## src/rtl/inst_fetch.sv

```systemverilog
// ============================================================================
//  Module      : inst_fetch
//  Description : MIPS 5-stage pipeline instruction-fetch stage. Owns the PC,
//                talks to instruction memory over a req/ack handshake, keeps
//                a 1-entry skid buffer for stalls and drives the IF/ID
//                pipeline register.
//                Optional macro IF_PERF_CNT_EN adds fetch/stall/flush
//                performance counters.
//  Revision    : 1.0 - initial release
// ============================================================================
`default_nettype none

module inst_fetch #(
  parameter logic [31:0] RESET_PC = 32'h0000_0000
) (
  input  logic        clk,
  input  logic        rst_n,
  input  logic        i_en,
  input  logic        i_stall,
  input  logic        i_redirect_valid,
  input  logic [31:0] i_redirect_pc,
  output logic        o_imem_req,
  output logic [31:0] o_imem_addr,
  input  logic        i_imem_ack,
  input  logic [31:0] i_imem_rdata,
  output logic        o_if_valid,
  output logic [31:0] o_if_inst,
  output logic [31:0] o_if_pc,
  output logic [31:0] o_if_pc_next
`ifdef IF_PERF_CNT_EN
  ,
  output logic [31:0] o_perf_fetch_cnt,
  output logic [31:0] o_perf_stall_cnt,
  output logic [31:0] o_perf_flush_cnt
`endif
);

  localparam logic [31:0] c_PC_RESET  = RESET_PC & 32'hFFFF_FFFC;
  localparam logic [31:0] c_PC_STEP   = 32'd4;
  localparam logic [31:0] c_WORD_MASK = 32'hFFFF_FFFC;

  // FETCH: request for r_pc outstanding; HOLD: skid full, no request;
  // DROP: stale request outstanding, its data will be discarded.
  typedef enum logic [1:0] {
    S_FETCH = 2'd0,
    S_HOLD  = 2'd1,
    S_DROP  = 2'd2
  } state_t;

  state_t      r_state;
  state_t      w_state_nxt;

  logic [31:0] r_pc;
  logic [31:0] r_drop_addr;
  logic [31:0] r_skid_inst;
  logic [31:0] r_skid_pc;
  logic        r_if_valid;
  logic [31:0] r_if_inst;
  logic [31:0] r_if_pc;

  logic [31:0] w_pc_nxt;
  logic [31:0] w_drop_addr_nxt;
  logic [31:0] w_skid_inst_nxt;
  logic [31:0] w_skid_pc_nxt;
  logic        w_if_valid_nxt;
  logic [31:0] w_if_inst_nxt;
  logic [31:0] w_if_pc_nxt;
  logic        w_if_load;
  logic [31:0] w_pc_inc;

  assign w_pc_inc = r_pc + c_PC_STEP;

  // State register; frozen while the CPU is disabled.
  always_ff @(posedge clk or negedge rst_n) begin
    if (!rst_n) begin
      r_state <= S_FETCH;
    end else if (i_en) begin
      r_state <= w_state_nxt;
    end
  end

  // Next-state and next-datapath decisions: redirect > stall > normal.
  always_comb begin
    w_state_nxt     = r_state;
    w_pc_nxt        = r_pc;
    w_drop_addr_nxt = r_drop_addr;
    w_skid_inst_nxt = r_skid_inst;
    w_skid_pc_nxt   = r_skid_pc;
    w_if_valid_nxt  = r_if_valid;
    w_if_inst_nxt   = r_if_inst;
    w_if_pc_nxt     = r_if_pc;
    w_if_load       = 1'b0;

    if (i_redirect_valid) begin
      w_pc_nxt       = i_redirect_pc & c_WORD_MASK;
      w_if_valid_nxt = 1'b0;
      w_if_inst_nxt  = 32'h0000_0000;
      if ((r_state != S_HOLD) && !i_imem_ack) begin
        // The in-flight request must still complete; remember its address
        // so the handshake stays stable, then throw its data away.
        w_state_nxt = S_DROP;
        if (r_state == S_FETCH) begin
          w_drop_addr_nxt = r_pc;
        end
      end else begin
        w_state_nxt = S_FETCH;
      end
    end else begin
      case (r_state)
        S_FETCH: begin
          if (i_imem_ack) begin
            w_pc_nxt = w_pc_inc;
            if (i_stall) begin
              w_skid_inst_nxt = i_imem_rdata;
              w_skid_pc_nxt   = r_pc;
              w_state_nxt     = S_HOLD;
            end else begin
              w_if_valid_nxt = 1'b1;
              w_if_inst_nxt  = i_imem_rdata;
              w_if_pc_nxt    = r_pc;
              w_if_load      = 1'b1;
            end
          end else if (!i_stall) begin
            w_if_valid_nxt = 1'b0;
            w_if_inst_nxt  = 32'h0000_0000;
          end
        end
        S_HOLD: begin
          if (!i_stall) begin
            w_if_valid_nxt = 1'b1;
            w_if_inst_nxt  = r_skid_inst;
            w_if_pc_nxt    = r_skid_pc;
            w_if_load      = 1'b1;
            w_state_nxt    = S_FETCH;
          end
        end
        S_DROP: begin
          if (i_imem_ack) begin
            w_state_nxt = S_FETCH;
          end
          if (!i_stall) begin
            w_if_valid_nxt = 1'b0;
            w_if_inst_nxt  = 32'h0000_0000;
          end
        end
        default: begin
          w_state_nxt = S_FETCH;
        end
      endcase
    end
  end

  // PC, skid buffer and IF/ID register; frozen while the CPU is disabled.
  always_ff @(posedge clk or negedge rst_n) begin
    if (!rst_n) begin
      r_pc        <= c_PC_RESET;
      r_drop_addr <= 32'h0000_0000;
      r_skid_inst <= 32'h0000_0000;
      r_skid_pc   <= 32'h0000_0000;
      r_if_valid  <= 1'b0;
      r_if_inst   <= 32'h0000_0000;
      r_if_pc     <= 32'h0000_0000;
    end else if (i_en) begin
      r_pc        <= w_pc_nxt;
      r_drop_addr <= w_drop_addr_nxt;
      r_skid_inst <= w_skid_inst_nxt;
      r_skid_pc   <= w_skid_pc_nxt;
      r_if_valid  <= w_if_valid_nxt;
      r_if_inst   <= w_if_inst_nxt;
      r_if_pc     <= w_if_pc_nxt;
    end
  end

  // Request is held off during reset and whenever the skid holds an
  // instruction; in DROP the stale address is kept on the bus.
  assign o_imem_req   = rst_n & (r_state != S_HOLD);
  assign o_imem_addr  = (r_state == S_DROP) ? r_drop_addr : r_pc;

  assign o_if_valid   = r_if_valid;
  assign o_if_inst    = r_if_inst;
  assign o_if_pc      = r_if_pc;
  assign o_if_pc_next = r_if_pc + c_PC_STEP;

`ifdef IF_PERF_CNT_EN
  logic [31:0] r_perf_fetch_cnt;
  logic [31:0] r_perf_stall_cnt;
  logic [31:0] r_perf_flush_cnt;

  // Free-running wrapping event counters, advancing only while enabled.
  always_ff @(posedge clk or negedge rst_n) begin
    if (!rst_n) begin
      r_perf_fetch_cnt <= 32'h0000_0000;
      r_perf_stall_cnt <= 32'h0000_0000;
      r_perf_flush_cnt <= 32'h0000_0000;
    end else if (i_en) begin
      if (w_if_load) begin
        r_perf_fetch_cnt <= r_perf_fetch_cnt + 32'd1;
      end
      if (i_stall) begin
        r_perf_stall_cnt <= r_perf_stall_cnt + 32'd1;
      end
      if (i_redirect_valid) begin
        r_perf_flush_cnt <= r_perf_flush_cnt + 32'd1;
      end
    end
  end

  assign o_perf_fetch_cnt = r_perf_fetch_cnt;
  assign o_perf_stall_cnt = r_perf_stall_cnt;
  assign o_perf_flush_cnt = r_perf_flush_cnt;
`endif

endmodule

`default_nettype wire

```

## config.mk

```make
export PLATFORM = sky130hd
export DESIGN_NAME = inst_fetch
export DESIGN_NICKNAME = d
export VERILOG_FILES = /design/src/rtl/inst_fetch.sv
export SDC_FILE = /design/constraint.sdc
export NUM_CORES = 1
export LEC_CHECK = 0
export BUFFER_PORTS_ARGS = -buffer_cell sky130_fd_sc_hd__buf_2
export CORE_UTILIZATION = 25
export DETAILED_ROUTE_END_ITERATION = 10
export HOLD_SLACK_MARGIN = 0.02
export PLACE_DENSITY = 0.52
export SLEW_MARGIN = 20
export SYNTH_ARGS = -nofsm -noshare
export SYNTH_HDL_FRONTEND = slang
export SYNTH_SLANG_ARGS = --single-unit
```

## constraint.sdc

```tcl
create_clock -name clk -period 4.2 [get_ports clk]
set_input_delay 0.42 -clock clk [delete_from_list [all_inputs] [get_ports clk]]
set_output_delay 0.42 -clock clk [all_outputs]
set_load 0.05 [all_outputs]
```

==> flow_summary.yaml <==
worst_setup_path:
  regToRegEndpoint: "r_skid_pc[2]"
  crit_start: "o_if_pc[2]"
  cp.arrival_ns: 2.78
  end_kind: "output pin"
  cp-start-kind: "register"
  cp-endpoint: "o_if_pc_next[24]"
  critPathKind: "register to output pin"
  crit_required_ns: 3.78
  reg2regPathDepth: 6
  crit_fanout: 7
  r2r-start: "r_state[0]"
  r2r_slack_ns: 1.37
cts:
  htreeDepth: 4
  clk_pin_slew_ns: 0.08
  cts_sinks: 187
  clk_latency_ns: 0.45
  clk_path_buf_depth: 2
  clockRootBuffer: "clkbuf_16"
  cts_tree: "done"
  cts_buffers: 17
logic_synthesis:
  ys_async_sr_fraction_pct: 100
  synth_cells: 956
  synth_most_common_cell: "dfrtp_1"
  syn_area_per_cell_sq_um: 10.4
  synthAdderAreaFrac_pct: 0.629
  synth_common_cells: "dfrtp_1 (187), mux2_2 (99), a21oi_1 (62)"
  synth_top_family_by_area: "compound AO/OA/AOI/OAI gates"
  synth_top_cell_by_area: "dfrtp_1"
  synthXorXnorAreaFrac_pct: 2.46
  syn_area_sq_um: 9950
  synth-compound-area-share_pct: 18.8
  yosys.area_share.simple_pct: 11.4
  yosys.area.top_type_share_pct: 47.0
  synth_warnings: 0
  synth_edf_count: 0
  synth_area_leaders: "dfrtp_1 (47%), mux2_2 (11%), a21oi_1 (3.1%)"
  synth_seq_cells: 187
  ys.flop_type: "dfrtp_1"
  yosysSeqAreaShare_pct: 47.0
  muxShareOfSynthArea_pct: 15.0
  ys_types: 63
route:
  wl_per_cell_um: 18.1
  antenna_left: 0
  num_vias: 8102
  dr.pass1.iters: 5
  initialDrtViolationCount: 535
  route.detailed.drc: 0
  drt-total-wl_um: 29500
  vias_per_cell: 4.96
floorplan:
  die_w_um: 202
  die_y_um: 202
  pin_count: 200
  fp-row-count: 72
  die-area_sq_um: 40600
  coreArea_sq_um: 38900
  start_util_pct: 25.6
layout:
  syn_to_final_growth_pct: 20.7
  drive_gt1_share_pct: 32.3
  fin_cells: 1632
  regArea_sq_um: 4680
  multi_input_comb_area_sq_um: 4880
  final_nets: 1174
  fill_cells: 4089
timing:
  fmax_ghz: 0.312
  post-route-period-util_pct: 76.3
  report.final.slew_viol_count: 0
  hold_viol: 0
  finalWorstSetupSlack_ns: 0.995
  final.setup.tns_ns: 0
  setup_viol: 0
  min_period_ns: 3.20
  rsz0062_at_grt: "false"
  worst_pin_slew_ns: 1.02
  whs_ns: 0.205
  slew_headroom_pct: 32.3
  skew_ns: 0.0151
place:
  port_buffers: 191
  pre_cts_ws_ns: 1.34
  hpwl_um: 19300
  place_congestion: 0.776
  dp_cells: 1597
pwr:
  p_leak_nw: 5.16
  ir_drop_v: 0.000306
  totalPowerFinal_w: 0.00965
  p_per_area_nw_per_um2: 804
global_route:
  grt_usage_pct: 14.9
  grt.overflow.total: 0
  antenna_found_initial: 5
  grt_max_degree: 116
  grt_pass1_vias: 8053
  grt_pass1_wl_um: 47100
outcome:
  status: "finished clean"
min_path:
  hold_class: "input port to register"
job:
  maxCapViolations: 0
[worst min-delay path by stage]
stage,cells past startpoint,slack [ns],endpoint,startpoint
after detailed placement,2,0.47,r_skid_pc[31],r_skid_pc[31]
after floorplan,0,0.12,o_if_inst[0],rst_n
after global routing,3,0.18,r_pc[2],i_redirect_pc[2]
after CTS,2,0.16,r_skid_inst[24],i_imem_rdata[24]
after global placement,2,0.46,r_skid_pc[21],r_skid_pc[21]
final,3,0.20,r_pc[2],i_redirect_pc[2]
[cell families after synthesis]
| group | count (synthesis) |
|---|---|
| AO/OA/AOI/OAI | 274 |
| XOR/XNOR | 28 |
| adder cells (fa/ha/maj) | 5 |
| buffers and inverters | 107 |
| flip-flops | 187 |
| multiplexers | 136 |
| other | 1 |
| AND/OR/NAND/NOR | 218 |
[through the flow]
stage / instance area (sq um) / utilization, %
6_report: 12000 / 30.9
5_1_grt: 12000 / 30.8
4_1_cts: 12000 / 30.8
3_5_place_dp: 11400 / 29.2
3_3_place_gp: 11400 / 29.2
2_1_floorplan: 9970 / -
[per-layer routing]
layer / vias to the layer above / global-route usage, % / wire (um)
met5: - / 0 / 36
met4: 6 / 4.41 / 439
met3: 28 / 4.03 / 1710
met2: 208 / 23.5 / 13500
met1: 4027 / 19.7 / 13800
li1: 3833 / - / -
[timing repair]
action	4_1_cts	5_1_grt
setup endpoints to repair	0	0
hold buffers	1	0
gates resized for setup	0	0
endpoints found under the hold margin	42	0
buffers inserted	0	0
[power by group]
| part | switching (W) | internal, W | leakage [nW] |
|---|---|---|---|
| Combinational | 0.00329 | 0.00139 | 2.61 |
| Sequential | 0.000673 | 0.00257 | 2.25 |
| Clock | 0.000859 | 0.000867 | 0.303 |
[area by class of cell]
type                       instances  area share (%)
tap                              518            5.40
clock inverter                    15            1.65
clock buffer                      17            3.54
inverter                          18           0.563
antenna                            2          0.0417
multi-input combinational        667            40.6
sequential                       187            39.0
timing repair buffer             208            9.24
[placed cells by master (no fill, tap or decap), drive strengths merged, types with 29 or more instances in the layout]
cell type and count:
a21oi 62, a221oi 31, buf 206, dfrtp 187, mux2 105, mux2i 31, nand2 57, nand3 29
nor2 53, o21ai 55
[flip-flops by register name, summed over array words and instances, names as in the netlist]
signal / flops
r_skid_inst: 32
r_skid_pc: 30
o_if_valid: 1
r_pc: 30
o_if_pc: 30
o_if_inst: 32
r_state: 2
r_drop_addr: 30
[worst max-delay path, stage by stage (launching register included)]
cell     delay (ns)
dfrtp_1        0.44
ha_1           0.23
and4_1         0.27
nor3b_2        0.37
nand2_1        0.28
nor4_1         0.29
xor2_1         0.18
buf_2          0.28
Note: power is estimated with default switching activity, not from simulation.
